$ cat src/rtl/seg7_scan_driver.sv
// Multiplexed hex 7-segment scan driver with frame-synchronised updates,
// inter-digit dead time and optional leading-zero blanking.
module seg7_scan_driver #(
    parameter int DIGITS      = 4,
    parameter int REFRESH_DIV = 4
) (
    input  logic                  clk,
    input  logic                  rst_n,
    input  logic                  load,
    input  logic [4*DIGITS-1:0]   value,
    input  logic [DIGITS-1:0]     dp_in,
    input  logic                  blank_lz,
    output logic [DIGITS-1:0]     an,
    output logic [6:0]            seg7,
    output logic                  dp,
    output logic                  frame
);

    localparam int PW = $clog2(REFRESH_DIV);
    localparam int IW = (DIGITS > 1) ? $clog2(DIGITS) : 1;
    localparam logic [PW-1:0] PRE_LAST = PW'(REFRESH_DIV - 1);
    localparam logic [IW-1:0] IDX_LAST = IW'(DIGITS - 1);

    logic [PW-1:0]       pre;
    logic [IW-1:0]       idx;
    logic [4*DIGITS-1:0] act_val;
    logic [DIGITS-1:0]   act_dp;
    logic [4*DIGITS-1:0] pend_val;
    logic [DIGITS-1:0]   pend_dp;
    logic                pend_v;
    logic                boundary;

    logic [DIGITS-1:0]   lead_zero;
    logic                run;
    logic [3:0]          nib;
    logic                blank;
    logic [DIGITS-1:0]   an_d;
    logic [6:0]          seg_d;

    function automatic logic [6:0] decode(input logic [3:0] n);
        logic [6:0] s;
        case (n)
            4'h0: s = 7'b0000001;
            4'h1: s = 7'b1001111;
            4'h2: s = 7'b0010010;
            4'h3: s = 7'b0000110;
            4'h4: s = 7'b1001100;
            4'h5: s = 7'b0100100;
            4'h6: s = 7'b0100000;
            4'h7: s = 7'b0001111;
            4'h8: s = 7'b0000000;
            4'h9: s = 7'b0000100;
            4'hA: s = 7'b0001000;
            4'hB: s = 7'b1100000;
            4'hC: s = 7'b0110001;
            4'hD: s = 7'b1000010;
            4'hE: s = 7'b0110000;
            default: s = 7'b0111000;
        endcase
        return s;
    endfunction

    assign boundary = (pre == '0) && (idx == '0);

    always_ff @(posedge clk or negedge rst_n) begin
        if (!rst_n) begin
            pre <= '0;
            idx <= '0;
        end else if (pre == PRE_LAST) begin
            pre <= '0;
            idx <= (idx == IDX_LAST) ? '0 : idx + 1'b1;
        end else begin
            pre <= pre + 1'b1;
        end
    end

    // A load landing on the boundary bypasses pend and goes live at once.
    always_ff @(posedge clk or negedge rst_n) begin
        if (!rst_n) begin
            act_val  <= '0;
            act_dp   <= '0;
            pend_val <= '0;
            pend_dp  <= '0;
            pend_v   <= 1'b0;
        end else if (boundary) begin
            if (load) begin
                act_val <= value;
                act_dp  <= dp_in;
            end else if (pend_v) begin
                act_val <= pend_val;
                act_dp  <= pend_dp;
            end
            pend_v <= 1'b0;
        end else if (load) begin
            pend_val <= value;
            pend_dp  <= dp_in;
            pend_v   <= 1'b1;
        end
    end

    always_comb begin
        run       = 1'b1;
        lead_zero = '0;
        for (int i = DIGITS - 1; i >= 0; i--) begin
            run          = run & (act_val[4*i +: 4] == 4'h0);
            lead_zero[i] = run;
        end
    end

    always_comb begin
        nib   = act_val[{idx, 2'b00} +: 4];
        blank = blank_lz && (idx != '0) && lead_zero[idx];
        seg_d = blank ? 7'b1111111 : decode(nib);
        an_d  = '1;
        if (pre != '0) an_d[idx] = 1'b0;
    end

    always_ff @(posedge clk or negedge rst_n) begin
        if (!rst_n) begin
            an    <= '1;
            seg7  <= 7'b1111111;
            dp    <= 1'b1;
            frame <= 1'b0;
        end else begin
            an    <= an_d;
            seg7  <= seg_d;
            dp    <= ~act_dp[idx];
            frame <= boundary;
        end
    end

endmodule

$ cat config.mk
export PLATFORM = sky130hd
export DESIGN_NAME = seg7_scan_driver
export DESIGN_NICKNAME = d
export VERILOG_FILES = /design/src/rtl/seg7_scan_driver.sv
export SDC_FILE = /design/constraint.sdc
export NUM_CORES = 1
export LEC_CHECK = 0
export ABC_CLOCK_PERIOD_IN_PS = 2550
export BUFFER_PORTS_ARGS = -buffer_cell sky130_fd_sc_hd__buf_2
export CAP_MARGIN = 20
export CORE_MARGIN = 4
export CORE_UTILIZATION = 60
export CTS_BUF_LIST = sky130_fd_sc_hd__clkbuf_2
export DETAILED_ROUTE_END_ITERATION = 6
export GPL_TIMING_DRIVEN = 0
export MAX_ROUTING_LAYER = met4
export PLACE_DENSITY = 0.9
export SYNTH_ARGS = -nofsm -noshare
export SYNTH_HDL_FRONTEND = slang
export SYNTH_SLANG_ARGS = --single-unit
export TNS_END_PERCENT = 1
$ cat constraint.sdc
create_clock -name clk -period 2.55 [get_ports clk]
set_input_delay 0.51 -clock clk [delete_from_list [all_inputs] [get_ports clk]]
set_output_delay 0.51 -clock clk [all_outputs]
set_load 0.05 [all_outputs]
# Word level (Yosys, flattened, before mapping)
# Memory sizes are Yosys's and may differ from the RTL's.
# Index checks and enable logic that the tools add are counted.
# word_totals
regBits	58
romBits	112
inputBits	24
elab_cells	57
n_memories	1
# classes
add_sub_neg	2
order_cmp	2
n_eq_ne	2
n_shift	1
mux	16
bitwise	6
n_reduce_logical	16
# mem_list
memory	words	width	read_ports	rd_clocked_by_memory_dff	write_ports	line_no	rtl
(no name shown)	16	7	1	0	0	42	case (n)
# op_table
operator	n
16-bit two-way mux	2
4-bit logical NOT	4
16-bit by 5-bit indexed part select with 4-bit output	1
4-bit two-way mux	3
2-bit nonzero test	4
7-bit two-way mux	1
1-bit two-way mux	5
2-bit by 1-bit adder with 2-bit output (second input constant)	2
1-bit binary-select mux with 2-bit select	2
2-bit equality test (second input constant)	2
1-bit logical AND	4
2-bit logical NOT	2
2-bit two-way mux	2
4-bit inverter	1
2-bit AND reduction	2
1-bit AND	3
2-bit by 3-bit < comparator with 1-bit output (second input constant)	1
1-bit demux with 2-bit select	1
2-bit by 1-bit >= comparator with 1-bit output (second input constant)	1
1-bit inverter	2

# Longest topological paths before layout
# logic_depth
word_depth	8
depth_mapped	8
depth_no_buf	6

# Least setup slack after synthesis
# Ideal clock, no wire load.
# synth_path
kind	register to register
from	reg idx[0]
to	reg seg7[6]
setup_time_ns	0.088
arrival_ns	1.972
path_slack_ns	0.490
stages_incl_launch_ff	7
path_buffers	1
period_less_slack_ns	2.060
cell_sequence	dfrtp_1 buf_6 mux4_1 ha_1 or3_1 a21oi_1 o31ai_1
# synth_via
elab_chain_len	4
word_cells_on_any_way	8
classes_between	shift: 1; mux: 3; reduce/logical: 3; memory: 1
# synth_rtl
item	line_no	rtl
from (decl)	25	logic [IW-1:0] idx;
from (signal assigned)	71	idx <= (idx == IDX_LAST) ? '0 : idx + 1'b1;
parallel branches: the longest is 3 deep, another holds memory read 16 x 7 bit	--	
7-bit two-way mux *	113	seg_d = blank ? 7'b1111111 : decode(nib);
named net seg_d[6]	38	logic [6:0] seg_d;
to (signal assigned)	126	seg7 <= seg_d;
to (decl)	14	output logic [6:0] seg7,
# Mark *: on every way through the listed nets, which the timed path passes. The select of a mux whose other input is x is not followed.
# A chain may end at the register's enable or synchronous reset.

# Worst setup path after layout
# Ends and elaborated chain as after synthesis.

==> impl_metrics.csv <==
group,metric,value,unit
synth,synthTopCellsByCount,"dfrtp_1 (46), mux2i_1 (25), o21ai_0 (25)",
detailed_routing,wl_per_cell,15.1,um
grt,grt_max_degree,34,
synth,ys_warn_count,0,
finish,drive_gt1_share,35.0,%
critical_path,reg2reg_slack,240,ps
critical_path,crit_path_cell_trace,"buf_6, mux4_1, ha_1, or3_1, a21oi_1, o31ai_1",
timing,period_needed,2310,ps
synth,ys_ff_latch,58,
detailed_routing,initialDrtViolationCount,114,
power_and_ir_drop,intPower,1.30,mW
critical_path,crit_family,"multiplexers",
clocking,clk_pin_slew,160,ps
place,dp_hpwl,3800,um
critical_path,reg2reg_depth,6,
synth,synth_top_family_by_area,"multiplexers",
die,std_cell_rows,24,
synth,synth_most_common_cell,"dfrtp_1",
status,outcome,"finished clean",
synth,synth_area,2860,um2
clocking,cts_resized,0,
timing,slew_headroom,55.1,%
timing,post-route-period-util,90.4,%
finish,fill_cells,311,
synth,synth_compound_area_share,7.91,%
critical_path,worst-path-stages,6,
timing,finClkSkew,20.5,ps
place,port_buffers,35,
timing,setup_viol,0,
grt,antenna_found_initial,0,
die,initial_core_util,64.0,%
synth,yosysTopAreaCell,"dfrtp_1",
synth,synth_mux_area_share,22.5,%
detailed_routing,drc_errors,0,
clocking,worstSkewPairLatency,470,ps
critical_path,end_kind,"flop",
synth,synth_area_per_cell,12.2,um2
finish,n_antenna_cell,0,
finish,syn2layout_area_growth,11.8,%
timing,timing.setup.tns,0,ps
synth,syn_inst,234,
critical_path,cp-start-kind,"flop",
die,num_io_pins,37,
die,die_h,77.1,um
grt,grt_pass1_wl,8900,um
detailed_routing,postRouteAntennaNets,0,
detailed_routing,routed_wl,5110,um
die,die_w,77.1,um
timing,hold_viol,0,
synth,ys_seq_area_share,51.2,%
synth,synth_simple_gate_area_share,8.22,%
power_and_ir_drop,powerDensity,589,nW/um2
synth,yosysTopAreaCellShare,40.2,%
clocking,postCtsHoldBufs,0,
clocking,cts_buffer_depth,2,
power_and_ir_drop,vdd_ir_drop_max,0.384,mV
critical_path,path_buf_inv,1,
timing,tightest_slew,673,ps
power_and_ir_drop,pwr-share-comb,19.4,%
power_and_ir_drop,p_seq_share,56.7,%
timing,rsz0062_at_grt,"false",
die,fp.dieArea,5940,um2
critical_path,slowest_stage,"mux4_1",
synth,syn-num-nets,270,
clocking,cts_tree,"yes",
critical_path,worst-setup-path-type,"reg2reg",
detailed_routing,dr.pass1.iters,4,
min_path,hold_path_class,"in2async",
clocking,cts.sinks,58,
timing,slew_viol_final,0,
run,maxCapViolations,0,
power_and_ir_drop,clkPwrFrac,23.9,%
power_and_ir_drop,p_sw,0.584,mW
grt,grt_util_all_layers,19.5,%
synth,synth_edf_count,0,
detailed_routing,via_per_inst,5.80,
synth,synth_ff_type,"dfrtp_1",
critical_path,crit_path_max_incr_delay,670,ps
grt,grt_pass1_vias,1971,
clocking,root_buffer,"clkbuf_2",
clocking,cts_buffers,9,
critical_path,crit_required,2940,ps
synth,synth.area.top_cells,"dfrtp_1 (40%), dfstp_2 (11%), mux2_2 (9.4%), mux2i_1 (8.7%), ha_1 (5.2%)",
synth,synthAdderAreaFrac,5.24,%
synth,async_reset_ff_share,100,%
power_and_ir_drop,swShare,31.0,%
die,core_area,4470,um2
critical_path,cp.arrival,2700,ps
critical_path,crit_path_max_fanout,6,
power_and_ir_drop,leakagePower,1.51,nW
place,gp_congestion,0.822,
clocking,cts_setup_buffers,0,
grt,globalRouteOverflowTotal,0,
finish,fin_util,71.6,%
finish,finalNetCount,317,
clocking,htree_levels,3,
synth,synth.distinct_cells,33,
detailed_routing,vias,1959,
timing,fmax,0.434,GHz
synth,synthXorXnorAreaFrac,1.22,%
[area by class of cell]
cell class / instances / area (um2) / area share (%)
Clock inverter: 4 / 18.8 / 0.586
Timing Repair Buffer: 36 / 195 / 6.10
Inverter: 9 / 33.8 / 1.06
Multi-Input combinational cell: 155 / 1290 / 40.3
Tap cell: 52 / 65.1 / 2.03
Sequential cell: 58 / 1470 / 45.8
Clock buffer: 12 / 60.1 / 1.88
Buffer: 12 / 71.3 / 2.23
[registers in the layout, summed over array words and instances (netlist names)]
name and flops:
pend_v 1, frame 1, pre 2, act_val 16, idx 2, seg7 7, dp 1, act_dp 4
pend_val 16, an 4, pend_dp 4
[power by group through the flow]
stage          clock network, mW  logic, mW  registers [mW]
2_1_floorplan                  0      0.191            1.16
3_3_place_gp                   0      0.352            1.08
3_5_place_dp                   0      0.368            1.09
4_1_cts                    0.463      0.370            1.07
5_1_grt                    0.501      0.402            1.08
6_report                   0.451      0.366            1.07
[cell usage in the layout, fill, tap and decap left out]
master,instances
nor2_1,5
a211o_1,1
and2b_2,1
clkbuf_1,6
mux2_2,24
buf_2,38
nand3b_1,3
nor4_1,4
nand3_1,3
or3_1,2
o311ai_1,1
dfrtp_1,46
buf_12,1
inv_1,8
a21oi_1,3
nor2b_1,1
o31ai_1,1
a211o_2,1
nand2_1,23
ha_1,12
and2_1,1
buf_6,3
o22ai_1,1
clkinv_1,2
clkbuf_2,12
a211oi_1,2
clkinv_2,3
or2_4,1
o221ai_2,2
dfstp_2,12
nand2b_1,4
mux2i_1,25
mux4_2,2
xor2_1,4
o21ai_0,25
mux4_1,3
[metal layers]
layer  vias to the layer above  share of wire [%]  wire length (um)  track usage (%)
li1                        931                  -                 -                -
met1                       961                 43              2220             23.6
met2                        57                 49              2520             31.7
met3                        10                5.9               303             4.10
met4                         0                1.5                75             8.36
met5                         -                  0                 0                -
[worst register-to-register path, stage by stage, from the launching register on]
cell and delay [ps]:
dfrtp_1 420, buf_6 150, mux4_1 670, ha_1 310
or3_1 390, a21oi_1 170, o31ai_1 100
[cells by family (layout without fill, tap and decap cells)]
family / after synthesis / after routing
compound gates: 37 / 37
xor+xnor: 4 / 4
fa+ha+maj: 12 / 12
buf+inv: 21 / 73
flops: 58 / 58
mux: 54 / 54
simple gates: 48 / 48
[worst paths after layout]
check | endpoint | from
setup / recovery | seg7[6] | idx[0]
hold / removal | frame | rst_n
setup reg to reg | seg7[6] | idx[0]
hold reg to reg | pre[0] | pre[0]
max in group asynchronous | an[3] | rst_n
min in group clk | pend_val[11] | value[11]
[metrics by stage]
step | worst slack [ps] | hold WS (ps) | area [um2] | instances | power (mW)
2_1_floorplan | 490 | 214 | 2860 | 234 | 1.35
3_3_place_gp | 377 | 436 | 3100 | 321 | 1.43
3_5_place_dp | 301 | 450 | 3120 | 322 | 1.46
4_1_cts | 260 | 22.0 | 3200 | 338 | 1.90
5_1_grt | 133 | 28.3 | 3200 | 338 | 1.98
6_report | 245 | 10.1 | 3200 | 338 | 1.89
Power figures use the tool's default switching activity.
